==> src/rtl/mac_pkg.sv <==
// Shared widths and signed types for the CNN dot-product MAC array.
package mac_pkg;

  localparam int unsigned DefNumMacs = 4;
  localparam int unsigned DefDataW   = 8;
  localparam int unsigned DefAccW    = 32;
  localparam int unsigned DefDotW    = 36;

  typedef logic signed [DefDataW-1:0] operand_t;
  typedef logic signed [DefAccW-1:0]  acc_t;
  typedef logic signed [DefDotW-1:0]  dot_t;

endpackage

==> src/rtl/mac_lane.sv <==
// One signed multiply-accumulate lane; wraps modulo 2^ACC_W on overflow.
module mac_lane
  import mac_pkg::*;
#(
  parameter int unsigned DATA_W = DefDataW,
  parameter int unsigned ACC_W  = DefAccW
) (
  input  logic                     clk,
  input  logic                     rst,
  input  logic                     clear,
  input  logic                     en,
  input  logic signed [DATA_W-1:0] a,
  input  logic signed [DATA_W-1:0] b,
  output logic signed [ACC_W-1:0]  acc
);

  logic signed [2*DATA_W-1:0] prod;
  logic signed [ACC_W-1:0]    acc_d, acc_q;

  // Full-width signed product, then clear > enable > hold.
  always_comb begin
    prod  = (2*DATA_W)'(a) * (2*DATA_W)'(b);
    acc_d = acc_q;
    if (clear) begin
      acc_d = '0;
    end else if (en) begin
      acc_d = acc_q + ACC_W'(prod);
    end
  end

  // Accumulator register with synchronous reset.
  always_ff @(posedge clk) begin
    if (rst) begin
      acc_q <= '0;
    end else begin
      acc_q <= acc_d;
    end
  end

  assign acc = acc_q;

endmodule

==> src/rtl/mac_array.sv <==
// Parallel signed MAC lanes plus a combinational sum of all lane accumulators.
// DOT_W must be at least ACC_W + clog2(NUM_MACS) so the sum cannot overflow.
module mac_array
  import mac_pkg::*;
#(
  parameter int unsigned NUM_MACS = DefNumMacs,
  parameter int unsigned DATA_W   = DefDataW,
  parameter int unsigned ACC_W    = DefAccW,
  parameter int unsigned DOT_W    = DefDotW
) (
  input  logic                     clk,
  input  logic                     rst,
  input  logic                     start,
  input  logic                     valid_in,
  input  logic signed [DATA_W-1:0] a [NUM_MACS],
  input  logic signed [DATA_W-1:0] b [NUM_MACS],
  output logic                     valid_out,
  output logic signed [ACC_W-1:0]  acc_out [NUM_MACS],
  output logic signed [DOT_W-1:0]  dot_out
);

  logic                    valid_d, valid_q;
  logic signed [ACC_W-1:0] acc [NUM_MACS];
  logic signed [DOT_W-1:0] dot_sum;

  // start wins over a same-cycle beat, so that beat never reports as accepted.
  always_comb begin
    valid_d = valid_in & ~start;
  end

  // Beat-accepted flag, aligned with the updated accumulators.
  always_ff @(posedge clk) begin
    if (rst) begin
      valid_q <= 1'b0;
    end else begin
      valid_q <= valid_d;
    end
  end

  for (genvar i = 0; i < NUM_MACS; i++) begin : g_lane
    mac_lane #(
      .DATA_W (DATA_W),
      .ACC_W  (ACC_W)
    ) u_lane (
      .clk   (clk),
      .rst   (rst),
      .clear (start),
      .en    (valid_in),
      .a     (a[i]),
      .b     (b[i]),
      .acc   (acc[i])
    );
  end

  // Sign-extend each lane and sum; synthesis balances the chain into a tree.
  always_comb begin
    dot_sum = '0;
    for (int i = 0; i < NUM_MACS; i++) begin
      dot_sum = dot_sum + DOT_W'(acc[i]);
    end
  end

  assign acc_out   = acc;
  assign dot_out   = dot_sum;
  assign valid_out = valid_q;

endmodule

==> config.mk <==
export PLATFORM = sky130hd
export DESIGN_NAME = mac_array
export DESIGN_NICKNAME = d
export VERILOG_FILES = /design/src/rtl/mac_pkg.sv /design/src/rtl/mac_lane.sv /design/src/rtl/mac_array.sv
export SDC_FILE = /design/constraint.sdc
export NUM_CORES = 2
export LEC_CHECK = 0
export CELL_PAD_IN_SITES_DETAIL_PLACEMENT = 1
export CELL_PAD_IN_SITES_GLOBAL_PLACEMENT = 2
export CORE_AREA = 2 2 239 299
export DETAILED_ROUTE_END_ITERATION = 10
export DIE_AREA = 0 0 241 301
export MAX_ROUTING_LAYER = met4
export PLACE_DENSITY = 0.95
export SETUP_SLACK_MARGIN = 0.05
export SYNTH_ARGS = -nofsm -noshare
export SYNTH_HDL_FRONTEND = slang
export SYNTH_HIERARCHICAL = 1
export SYNTH_SLANG_ARGS = --single-unit
==> constraint.sdc <==
create_clock -name clk -period 11.55 [get_ports clk]
set_input_delay 2.31 -clock clk [delete_from_list [all_inputs] [get_ports clk]]
set_output_delay 2.31 -clock clk [all_outputs]
set_load 0.02 [all_outputs]
# ---- Yosys cells after proc, flatten, opt, wreduce, memory -nomap -nowiden
# Index checks and enable logic that the tools add are counted.
dict set report totals {
  regBits 129
  latchBits 0
  ramBits 0
  rom_bits 0
  in_bits 68
  output_inout_bits 165
  wordCells 19
  n_memories 0
}
dict set report op_classes {
  add_sub_neg 7
  mul 4
  div_mod_pow 0
  n_lt_le_gt_ge 0
  eq_ne 0
  shifts 0
  mux 0
  bitwise_logic 2
  n_reduce_logical 1
}
# op n
set op_table {}
lappend op_table {{32-bit by 16-bit adder with 32-bit output} 4}
lappend op_table {{8-bit by 8-bit multiplier with 16-bit output} 4}
lappend op_table {{34-bit by 32-bit adder with 35-bit output} 1}
lappend op_table {{33-bit by 32-bit adder with 34-bit output} 1}
lappend op_table {{32-bit by 32-bit adder with 33-bit output} 1}
lappend op_table {{2-bit OR reduction} 1}
lappend op_table {{1-bit bitwise AND} 1}
lappend op_table {{1-bit NOT} 1}

# ---- Longest topological paths before layout
dict set report logic_depth {
  ltp_word 3
  mapped_depth 21
  mapped_depth_nobuf 20
}

# ---- By module
# Netlist, hierarchy kept.
# module instances cells_per_inst area_each_um2 seq_area_each_um2
set by_module_without_submodules {}
lappend by_module_without_submodules {{mac_lane (g_lane[3].u_lane)} 1 653 6538.8 640.6}
lappend by_module_without_submodules {{mac_lane (g_lane[1].u_lane)} 1 666 6513.7 640.6}
lappend by_module_without_submodules {{mac_lane (g_lane[2].u_lane)} 1 650 6467.5 640.6}
lappend by_module_without_submodules {{mac_lane (g_lane[0].u_lane)} 1 625 6391.1 640.6}
lappend by_module_without_submodules {mac_array 1 503 3807.4 20.0}

# ---- Worst setup path after synthesis
# Ideal clock, no wire load.
dict set report synth_path {
  path_kind {in2reg}
  start {input a[23] in the netlist's numbering}
  end {register g_lane[1].u_lane.acc_q[30]}
  setup_time_ps 62
  t_arrival_ps 7897
  required_ps 11488
  slack_ps 3590
  cell_stages 16
  n_path_buf 0
  path_cell_list {and2_1 > inv_1 > fa_1 > inv_1 > fa_1 > fa_1 > fa_1 > fa_1 > ha_1 > a21o_1 > a21oi_1 > and3_1 > o31a_1 > o41a_1 > or4_1 > nand3_1}
}
dict set report synth_between {
  elab_chain_len 2
}
# item line
set synth_lines {}
lappend synth_lines {{start: declaration} mac_array.sv:15} ;# input logic signed [DATA_W-1:0] a [NUM_MACS],
lappend synth_lines {{8-bit by 8-bit multiplier with 16-bit output} mac_lane.sv:22} ;# prod = (2*DATA_W)'(a) * (2*DATA_W)'(b);
lappend synth_lines {{32-bit by 16-bit adder with 32-bit output} mac_lane.sv:27} ;# acc_d = acc_q + ACC_W'(prod);
lappend synth_lines {{end signal: assignment} mac_lane.sv:34} ;# acc_q <= '0;
lappend synth_lines {{end signal: assignment} mac_lane.sv:36} ;# acc_q <= acc_d;
lappend synth_lines {{end: declaration} mac_lane.sv:18} ;# logic signed [ACC_W-1:0] acc_d, acc_q;
# No other way between the ends.
# A chain may end at the register's enable or synchronous reset.

# ---- Worst setup path after layout
dict set report layout_path {
  start {input b[10] in the netlist's numbering}
  end {register g_lane[2].u_lane.acc_q[31]}
}
dict set report layout_between {
  elab_chain_len 2
}
# item line
set layout_lines {}
lappend layout_lines {{start: declaration} mac_array.sv:16} ;# input logic signed [DATA_W-1:0] b [NUM_MACS],
lappend layout_lines {{8-bit by 8-bit multiplier with 16-bit output} mac_lane.sv:22}
lappend layout_lines {{32-bit by 16-bit adder with 32-bit output} mac_lane.sv:27}
lappend layout_lines {{end signal: assignment} mac_lane.sv:34}
lappend layout_lines {{end signal: assignment} mac_lane.sv:36}
lappend layout_lines {{end: declaration} mac_lane.sv:18}
# No other way between the ends.

==> summary.md <==
| Metric | Value |
|---|---|
| R2R Setup Slk | 6.01 ns |
| Core Rows | 108 |
| Yosys cell types | 91 |
| First-pass DRT Iterations | 5 |
| Routed met2 length | 45500 µm |
| Setup crit end kind | flip-flop |
| Hold-fix buffers, CTS | 0 |
| Post-route ant nets | 0 |
| Skew-Pair Late Insertion Delay | 0.44 ns |
| Setup repair bufs after CTS | 0 |
| Prevailing post-synth register cell | dfxtp_1 |
| CTS buffer count | 17 |
| Fin crit period | 8.25 ns |
| Final Cycle Share | 71.4% |
| GRT Total Usage | 26.2% |
| Sequential share of the synthesized area | 8.69% |
| DP Area | 33000 µm² |
| Post-DP HPWL | 76400 µm |
| Via count | 22.9k |
| Commonest non-fill, non-tap cell in the layout | fa_1 |
| Finished Cell Area | 33600 µm² |
| CP Max Fanout | 13 |
| Total Wirelength | 88600 µm |
| Crit path arrival time | 8.62 ns |
| Worst-margin pin slew | 0.973 ns |
| Run status | completed |
| Initial drt markers | 1078 |
| Setup TNS | 0 ns |
| Fmax | 121 MHz |
| Final Hold Fails | 0 |
| Core Box Area | 69500 µm² |
| Initial Utilization | 42.8% |
| H-tree depth | 4 |
| EDFF count, synth | 0 |
| Routability cong. | 0.914 |
| Most frequent cells in the layout | fa_1 (609), inv_1 (577), ha_1 (314) |
| Largest net degree at the start of global routing | 68 |
| DR WL met3 | 3460 µm |
| CTS tree | done |
| DR top layer | met4 |
| Post-synth ARST share | 0% |
| Antenna violations before repair | 0 |
| R2r worst-path depth | 19 |
| Worst hold slack | 0.566 ns |
| Die Width | 241 µm |
| Antenna Cells | 0 |
| Hold crit path type | reg -> reg |
| Grt ovf | 0 |
| DR vias/cell | 5.40 |
| Capturing point of the worst reg2reg path | g_lane[1].u_lane/acc[30] |
| Max-Cap Viols | 0 |
| FF+latch count, synth | 129 |
| IO Pins | 233 |
| Non-filler instance count after layout | 4247 |
| Max-slew violations | 0 |
| Nets@finish | 4290 |
| DR DRC count | 0 |
| Share of cells above drive strength 1 | 2.78% |
| Root Buffer | clkbuf_16 |
| Port buffer count | 232 |
| YS warnings | 6 |
| Die ar. | 72500 µm² |
| Cell Area, Synth | 29700 µm² |
| Clock Skew | 0.00907 ns |
| Avg Inst Size Synth | 9.60 µm² |
| Critical path class | in -> reg |
| Hold Crit Start | g_lane[2].u_lane/acc[1] |
| CTS sink cnt | 129 |
| R2r startpoint | g_lane[1].u_lane/acc[4] |
| RSZ-0062 raised after global routing | false |
| # setup viols final | 0 |
| Net Count, Synth | 4088 |
| Placed Cells incl. Taps | 4215 |
| Cells after Synth | 3097 |
| Area growth syn-to-layout | 13.2% |
| CP endpoint | g_lane[2].u_lane/acc[31] |
| Vias in the first global route | 26.0k |
| First-pass GRT wire length | 142000 µm |
| Rel. slew slack | 34.9% |
| Post-CTS resize count | 0 |
| Clock slew at reported path FFs | 0.07 ns |
| WP data required | 11.92 ns |
| Die H | 301 µm |
| Metal1 wirelength | 35000 µm |
| Worst Setup SP | b[10] |
| Wire length per cell | 20.9 µm |
| Max clock buf depth | 2 |
| Worst Setup Start Kind | input pin |
[state kept, by name (all words and copies together), names as in the netlist]
| name | cells |
|---|---|
| g_lane.u_lane/acc | 128 |
| valid_out | 1 |
[kinds of logic after synthesis]
logic type | synth area share (%)
fa+ha+maj | 54.2
simple gates | 11.8
buf+inv | 8.16
compound gates | 11.1
xor+xnor | 4.04
flops | 8.69
mux | 1.92
[routing by layer]
| layer | vias up | global-route usage [%] |
|---|---|---|
| li1 | 10380 | - |
| met1 | 11853 | 30.7 |
| met2 | 527 | 45.5 |
| met3 | 170 | 2.48 |
| met4 | 0 | 11.7 |
| met5 | - | - |
[cell type report]
| class | instances | area, µm² |
|---|---|---|
| Clock buffer | 17 | 425 |
| Inverter | 581 | 2180 |
| Tap cell | 935 | 1170 |
| Multi-Input combinational cell | 2331 | 24700 |
| Clock inverter | 15 | 183 |
| Timing Repair Buffer | 239 | 2370 |
| Sequential cell | 129 | 2580 |
| Fill cell | 7952 | 35800 |
[per-stage QoR]
step / utilization, % / worst slack (ns)
finish: 48.4 / 3.30
global route: 48.4 / 2.84
CTS: 48.4 / 3.28
detailed placement: 47.5 / 2.84
global placement: 47.5 / 2.94
floorplan: - / 3.59
[critical path, cell delays in order]
cell             delay, ns
clkdlybuf4s50_1       0.64
nand2_1               0.22
fa_1                  0.66
fa_1                  0.58
inv_1                 0.66
fa_1                  0.57
fa_1                  0.45
ha_1                  0.30
ha_1                  0.39
nand2_1               0.11
a21oi_1               0.20
o21ai_0               0.20
a211oi_1              0.47
o211ai_2              0.13
and3_1                0.17
or4_1                 0.41
a21oi_1               0.15
[synthesized netlist by cell type (46+ instances only)]
library cell	count	area share, %
a21o_1	62	1.6
a21oi_1	129	2.2
and2_1	134	2.8
dfxtp_1	129	8.7
fa_1	609	41
ha_1	314	13
inv_1	577	7.3
mux2i_1	57	1.9
nand2_1	231	2.9
nor2_1	161	2.0
o21ai_0	90	1.5
xnor2_1	91	2.7
xor2_1	46	1.4
[worst min-delay path by stage]
stage / to / slack (ns) / depth (start not counted)
5_1_grt: g_lane[1].u_lane/acc[26] / 0.61 / 2
3_5_place_dp: g_lane[2].u_lane/acc[1] / 0.56 / 2
2_1_floorplan: g_lane[0].u_lane/acc[27] / 0.57 / 2
4_1_cts: g_lane[2].u_lane/acc[1] / 0.57 / 2
3_3_place_gp: g_lane[2].u_lane/acc[1] / 0.55 / 2
6_report: g_lane[2].u_lane/acc[1] / 0.57 / 2
Power is left out: the tool's default activity adds up to more than one toggle a clock period on the data nets, which glitch-free logic cannot reach.
